`config.mk`:
```
export PLATFORM = sky130hd
export DESIGN_NAME = calc_core_n
export DESIGN_NICKNAME = d
export VERILOG_FILES = /design/src/rtl/calc_core_n.sv
export SDC_FILE = /design/constraint.sdc
export NUM_CORES = 1
export LEC_CHECK = 0
export CORE_MARGIN = 1.5
export CORE_UTILIZATION = 60
export DETAILED_ROUTE_END_ITERATION = 7
export GPL_ROUTABILITY_DRIVEN = 0
export PLACE_DENSITY = 0.88
export SYNTH_ARGS = -nofsm -noshare
export SYNTH_HDL_FRONTEND = slang
export SYNTH_SLANG_ARGS = --single-unit
```
`constraint.sdc`:
```
create_clock -name clock -period 5.4 [get_ports clock]
set_clock_uncertainty 0.1 [all_clocks]
set_input_delay 1.08 -clock clock [delete_from_list [all_inputs] [get_ports clock]]
set_output_delay 1.08 -clock clock [all_outputs]
set_load 0.02 [all_outputs]
```
`src/rtl/calc_core_n.sv`:
```
// calc_core_n: keypad-driven decimal calculator core with add, subtract, shift-add multiply,
// sequential double-dabble and a scanned BCD display buffer. Define CALC_DIV_EN for restoring divide.
module calc_core_n #(
  parameter int DIGITS = 8
) (
  input  logic                      clock,
  input  logic                      reset,
  input  logic [3:0]                cmd,
  input  logic                      cmd_valid,
  output logic [1:0]                status,
  output logic [3:0]                data,
  output logic [$clog2(DIGITS)-1:0] position
);
  localparam int W  = $clog2(10**DIGITS);
  localparam int PW = $clog2(DIGITS);
  localparam int CW = $clog2(W);
  localparam logic [2*W-1:0] LIMIT = (2*W)'(10**DIGITS);

  localparam logic [1:0] ST_READY = 2'd0;
  localparam logic [1:0] ST_BUSY  = 2'd1;
  localparam logic [1:0] ST_ERR   = 2'd2;
  localparam logic [1:0] ST_VALID = 2'd3;

  typedef enum logic [2:0] {S_IDLE, S_IN_A, S_OP, S_IN_B, S_EXEC, S_CONV, S_DONE, S_ERROR} state_t;
  typedef enum logic [1:0] {OP_ADD, OP_SUB, OP_MUL, OP_DIV} op_t;

  state_t              state_q;
  op_t                 op_q;
  logic [1:0]          status_q;
  logic [W-1:0]        a_q, b_q, res_q, mplier_q, bin_q;
  logic [3:0]          na_q, nb_q;
  logic [CW-1:0]       cnt_q;
  logic [2*W-1:0]      acc_q, mcand_q;
  logic [4*DIGITS-2:0] bcd_q;
  logic [3:0]          disp_q [DIGITS];
  logic [PW-1:0]       pos_q;

  logic key_digit, key_op, key_eq, key_clr;
  op_t  key_opcode;

  always_comb begin
    key_digit = cmd_valid && (cmd <= 4'd9);
    key_eq    = cmd_valid && (cmd == 4'd14);
    key_clr   = cmd_valid && (cmd == 4'd15);
`ifdef CALC_DIV_EN
    key_op    = cmd_valid && (cmd >= 4'd10) && (cmd <= 4'd13);
`else
    key_op    = cmd_valid && (cmd >= 4'd10) && (cmd <= 4'd12);
`endif
    // codes 10..13 map onto ADD..DIV by their low two bits minus two
    key_opcode = op_t'(cmd[1:0] - 2'd2);
  end

  logic [W-1:0] a_digit, b_digit;
  assign a_digit = a_q * W'(10) + W'(cmd);
  assign b_digit = b_q * W'(10) + W'(cmd);

  logic [3:0] disp_shift [DIGITS];
  logic [3:0] disp_fresh [DIGITS];
  logic [3:0] disp_conv  [DIGITS];
  logic [4*DIGITS-1:0] dd_next;
  logic [4*DIGITS-5:0] dd_low_adj;

  assign disp_shift[0] = cmd;
  assign disp_fresh[0] = cmd;
  for (genvar gi = 1; gi < DIGITS; gi++) begin : g_shift
    assign disp_shift[gi] = disp_q[gi-1];
    assign disp_fresh[gi] = 4'h0;
  end

  // The top BCD digit never reaches 5 before its last shift, so only the lower digits adjust.
  for (genvar gi = 0; gi < DIGITS-1; gi++) begin : g_dabble
    assign dd_low_adj[4*gi +: 4] = (bcd_q[4*gi +: 4] >= 4'd5) ? bcd_q[4*gi +: 4] + 4'd3
                                                               : bcd_q[4*gi +: 4];
  end
  assign dd_next = {bcd_q[4*DIGITS-2 -: 3], dd_low_adj, bin_q[W-1]};

  for (genvar gi = 0; gi < DIGITS; gi++) begin : g_conv
    assign disp_conv[gi] = dd_next[4*gi +: 4];
  end

  logic [W:0]     sum_w;
  logic [2*W-1:0] acc_next;
  assign sum_w    = {1'b0, a_q} + {1'b0, b_q};
  assign acc_next = mplier_q[0] ? acc_q + mcand_q : acc_q;

`ifdef CALC_DIV_EN
  logic [W-1:0] rem_q, quo_q, rem_next, quo_next;
  logic [W:0]   div_shift;
  logic         div_ge;
  assign div_shift = {rem_q, quo_q[W-1]};
  assign div_ge    = div_shift >= {1'b0, b_q};
  assign rem_next  = div_ge ? W'(div_shift - {1'b0, b_q}) : div_shift[W-1:0];
  assign quo_next  = {quo_q[W-2:0], div_ge};
`endif

  logic         exec_last, exec_err;
  logic [W-1:0] exec_val;

  always_comb begin
    exec_last = 1'b1;
    exec_err  = 1'b0;
    exec_val  = '0;
    case (op_q)
      OP_ADD: begin
        exec_err = (sum_w >= LIMIT[W:0]);
        exec_val = sum_w[W-1:0];
      end
      OP_SUB: begin
        exec_err = (a_q < b_q);
        exec_val = a_q - b_q;
      end
      OP_MUL: begin
        exec_last = (cnt_q == CW'(W-1));
        exec_err  = (acc_next >= LIMIT);
        exec_val  = acc_next[W-1:0];
      end
      default: begin
        exec_last = (cnt_q == CW'(W-1));
`ifdef CALC_DIV_EN
        exec_err  = (b_q == '0);
        exec_val  = quo_next;
`else
        exec_err  = 1'b1;
`endif
      end
    endcase
  end

  always_ff @(posedge clock) begin
    if (reset || key_clr) begin
      state_q  <= S_IDLE;
      status_q <= ST_READY;
      op_q     <= OP_ADD;
      a_q      <= '0;
      b_q      <= '0;
      na_q     <= '0;
      nb_q     <= '0;
      cnt_q    <= '0;
      res_q    <= '0;
      acc_q    <= '0;
      mcand_q  <= '0;
      mplier_q <= '0;
      bcd_q    <= '0;
      bin_q    <= '0;
`ifdef CALC_DIV_EN
      rem_q    <= '0;
      quo_q    <= '0;
`endif
      for (int i = 0; i < DIGITS; i++) disp_q[i] <= 4'h0;
    end else begin
      case (state_q)
        S_IDLE: if (key_digit) begin
          a_q     <= W'(cmd);
          na_q    <= 4'd1;
          disp_q  <= disp_shift;
          state_q <= S_IN_A;
        end
        S_IN_A: begin
          if (key_digit) begin
            if (na_q < 4'(DIGITS)) begin
              a_q    <= a_digit;
              na_q   <= na_q + 4'd1;
              disp_q <= disp_shift;
            end
          end else if (key_op) begin
            op_q    <= key_opcode;
            state_q <= S_OP;
            for (int i = 0; i < DIGITS; i++) disp_q[i] <= 4'h0;
          end
        end
        S_OP: begin
          if (key_digit) begin
            b_q     <= W'(cmd);
            nb_q    <= 4'd1;
            disp_q  <= disp_fresh;
            state_q <= S_IN_B;
          end else if (key_op) begin
            op_q <= key_opcode;
          end
        end
        S_IN_B: begin
          if (key_digit) begin
            if (nb_q < 4'(DIGITS)) begin
              b_q    <= b_digit;
              nb_q   <= nb_q + 4'd1;
              disp_q <= disp_shift;
            end
          end else if (key_eq) begin
            state_q  <= S_EXEC;
            status_q <= ST_BUSY;
            cnt_q    <= '0;
            acc_q    <= '0;
            mcand_q  <= {{W{1'b0}}, a_q};
            mplier_q <= b_q;
`ifdef CALC_DIV_EN
            rem_q    <= '0;
            quo_q    <= a_q;
`endif
          end
        end
        S_EXEC: begin
          cnt_q    <= cnt_q + 1'b1;
          acc_q    <= acc_next;
          mcand_q  <= mcand_q << 1;
          mplier_q <= mplier_q >> 1;
`ifdef CALC_DIV_EN
          rem_q    <= rem_next;
          quo_q    <= quo_next;
`endif
          if (exec_last) begin
            if (exec_err) begin
              state_q  <= S_ERROR;
              status_q <= ST_ERR;
              for (int i = 0; i < DIGITS; i++) disp_q[i] <= 4'hE;
            end else begin
              state_q <= S_CONV;
              res_q   <= exec_val;
              bin_q   <= exec_val;
              bcd_q   <= '0;
              cnt_q   <= '0;
            end
          end
        end
        S_CONV: begin
          bcd_q <= dd_next[4*DIGITS-2:0];
          bin_q <= bin_q << 1;
          cnt_q <= cnt_q + 1'b1;
          if (cnt_q == CW'(W-1)) begin
            disp_q   <= disp_conv;
            state_q  <= S_DONE;
            status_q <= ST_VALID;
          end
        end
        S_DONE: begin
          if (key_op) begin
            a_q      <= res_q;
            na_q     <= 4'(DIGITS);
            op_q     <= key_opcode;
            state_q  <= S_OP;
            status_q <= ST_READY;
          end else if (key_digit) begin
            a_q      <= W'(cmd);
            na_q     <= 4'd1;
            disp_q   <= disp_fresh;
            state_q  <= S_IN_A;
            status_q <= ST_READY;
          end
        end
        default: ;
      endcase
    end
  end

  always_ff @(posedge clock) begin
    if (reset || pos_q == PW'(DIGITS-1)) pos_q <= '0;
    else                                 pos_q <= pos_q + 1'b1;
  end

  assign status   = status_q;
  assign position = pos_q;
  assign data     = disp_q[pos_q];
endmodule

```
==> reports/metrics.cfg <==
[setup_path]
crit_fanout = 42
crit_top_cell = buf_4
cp.required_ns = 5.75
criticalPathCategory = flip-flop to flip-flop
slowest_stage = dfxtp_1
cp-end-kind = flip-flop
start_kind = flip-flop
crit_chain = inv_1, ha_1, inv_1, a21oi_1, a311oi_1, buf_4, a211oi_1, nor2_1, or4_1, nand4_1, nor2b_1, nand4_1, nand2_1, buf_4, a221o_1, buf_4, nor2_1, a211oi_1
slowest_delay_ns = 0.52
cp.arrival_ns = 5.52

[finish]
fill_cells = 3411
final_core_util_pct = 65.6
drive_gt1_share_pct = 6.23
area_growth_pct = 7.15
nets = 3577
final_common_cell = nor2_1
layout_common_cells = nor2_1 (458), dfxtp_1 (327), nand2_1 (324), a21oi_1 (279), ha_1 (223)

[routing]
finalWirelength_um = 81600
num_vias = 26700
drt_iter0_markers = 3683
vias_per_cell = 6.83
avgRoutedWirePerCell_um = 20.9
first_pass_iters = 8
drc = 12
drtAntennaViolNets = 0

[global_route]
grt_start_max_net_pins = 172
grt_first_pass_wirelength_um = 129000
antenna_found_initial = 4
track_usage_pct = 35.9
grt_pass1_vias = 24600
grt-ovfl-total = 0

[run_status]
outcome = complete, but fails checks
failed_checks = DRC

[timing]
finalHoldViolCount = 0
setup_viol = 0
fmax_ghz = 0.194
layout_min_cycle_time_ns = 5.17
grt_setup_unrepaired = false
slew_viol_final = 0
worst_pin_slew_ns = 1.35
fin_crit_sh_pct = 95.7
setup_tns_ns = 0
max_slew_margin_pct = 9.60

[clock_network]
cts_tree = yes
post-cts-setup-buffer-count = 0
cts.reportedPaths.clkPinSlew_ns = 0.06
postCtsHoldBufs = 0
insertion_delay_ns = 0.55
cts_sinks = 329
cts_buffers = 37
h-tree-depth = 2
clockBufferDepth = 3
root_buffer = clkbuf_16

[die]
coreArea_mm2 = 0.0421
die_x_um = 210
rows = 75
initial_core_util_pct = 61.2
dieArea_mm2 = 0.0442
die_h_um = 210
io_pins = 16

[power]
vdd_ir_drop_max_mv = 0.234
cellPowerDensity_mw_per_mm2 = 212
power.leakage_nw = 10.7

[synthesis]
ys.flop_type = dfxtp_1
synthArstFlopShare_pct = 0
synth_nets = 3672
yosys_warnings = 0
synth_seq_cells = 329
syn_area_mm2 = 0.0258
avgSynthCellArea_um2 = 7.51
ys_types = 104
syn_inst = 3435
ys_seq_area_share_pct = 25.5
synth_edf_count = 0

[hold_path]
min_path_type = flip-flop to flip-flop

[placed_design]
port-buffer-count = 15
dp_hpwl_um = 57200

[run]
max_cap_viol_count = 0

## routing by layer
layer / routed length (um) / track usage, % / part of all wire, %
met3: 10800 / 9.28 / 13
met4: 4660 / 18.5 / 5.7
met5: 30 / 0 / 0.037
met1: 32100 / 47.4 / 39
met2: 34000 / 54.1 / 42
## Yosys cell counts (39+ instances only)
cell | n | share of area (%)
nand4_1 | 59 | 1.4
nand3_1 | 137 | 2.7
a31oi_1 | 74 | 1.8
xnor2_1 | 101 | 3.4
a211oi_1 | 59 | 1.7
dfxtp_1 | 329 | 26
ha_1 | 223 | 11
o21ai_0 | 168 | 3.3
inv_1 | 122 | 1.8
nor3_1 | 74 | 1.4
nor2_1 | 462 | 6.7
xor2_1 | 65 | 2.2
a21o_1 | 39 | 1.1
mux2i_1 | 44 | 1.7
a22oi_1 | 64 | 1.9
nand2b_1 | 46 | 1.1
clkbuf_1 | 170 | 2.5
a21oi_1 | 280 | 5.4
nand2_1 | 325 | 4.7
a311oi_1 | 59 | 2.0
## final cells by class
type | instances | area [um2] | area share (%)
Multi-Input combinational cell | 2765 | 17900 | 64.9
Sequential cell | 329 | 6590 | 23.8
Clock buffer | 52 | 1030 | 3.74
Timing Repair Buffer | 85 | 751 | 2.72
Tap cell | 539 | 674 | 2.44
Inverter | 122 | 458 | 1.66
Clock inverter | 16 | 189 | 0.684
Antenna cell | 3 | 7.51 | 0.0272
## logic make-up (layout without fill, tap and decap cells)
kind of cell	after synthesis	in the layout	share of synthesized area, %
simple gates	1311	1311	23.8
compound gates	998	998	25.6
buf+inv	341	275	5.27
flops	329	329	25.5
fa+ha+maj	230	230	11.4
xor+xnor	167	167	5.70
mux	59	59	2.71
other cells	0	3	0
## registers in the layout, summed over array words and instances, names as in the netlist
| signal | cells |
|---|---|
| op_q | 2 |
| acc_q | 54 |
| bin_q | 27 |
| na_q | 4 |
| bcd_q | 31 |
| cnt_q | 5 |
| state_q | 3 |
| position | 3 |
| mplier_q | 27 |
| status | 2 |
| disp_q | 32 |
| nb_q | 4 |
| mcand_q | 54 |
| res_q | 27 |
| b_q | 27 |
| a_q | 27 |
## worst max-delay path, delay by kind of cell, from the launching register on
family,cells,cell delay (ns)
AO/OA/AOI/OAI,5,1.35
adder cells (fa/ha/maj),1,0.38
buffers and inverters,5,1.03
flip-flops,1,0.52
AND/OR/NAND/NOR,7,1.68
## where the power goes
group / total (W) / switching [W] / leakage (nW) / internal (W)
Clock: 0.00260 / 0.00110 / 0.593 / 0.00150
Combinational: 0.000722 / 0.000455 / 7.49 / 0.000267
Sequential: 0.00252 / 0.0000551 / 2.66 / 0.00247
## what timing repair did
item                                    in CTS  in global routing
endpoints found under the hold margin        0                  0
gates resized for setup                      0                  1
endpoints found under the setup margin       0                  1
## path summary, 6_finish.rpt
kind / startpoint / to / slack, ns / depth (start not counted)
worst max register to register: b_q[4]$_SDFFE_PP0P_ / disp_q[10]$_SDFFE_PP0P_ / 0.23 / 18
worst max-delay path: b_q[4]$_SDFFE_PP0P_ / disp_q[10]$_SDFFE_PP0P_ / 0.23 / 18
worst min-delay path: bin_q[26]$_SDFFE_PP0P_ / bin_q[26]$_SDFFE_PP0P_ / 0.36 / 2
worst min register to register: bin_q[26]$_SDFFE_PP0P_ / bin_q[26]$_SDFFE_PP0P_ / 0.36 / 2
## stage by stage
| stage | instances | hold slack (ns) | power (W) | worst slack, ns | area, um2 |
|---|---|---|---|---|---|
| global placement | 3840 | 0.345 | 0.00324 | 0.568 | 26400 |
| CTS | 3908 | 0.358 | 0.00580 | 0.355 | 27600 |
| detailed placement | 3840 | 0.349 | 0.00326 | 0.397 | 26400 |
| floorplan | 3435 | 0.332 | 0.00306 | 0.886 | 25800 |
| global route | 3909 | 0.382 | 0.00599 | 0.0392 | 27600 |
| finish | 3911 | 0.359 | 0.00584 | 0.233 | 27600 |
Power figures use the tool's default switching activity.
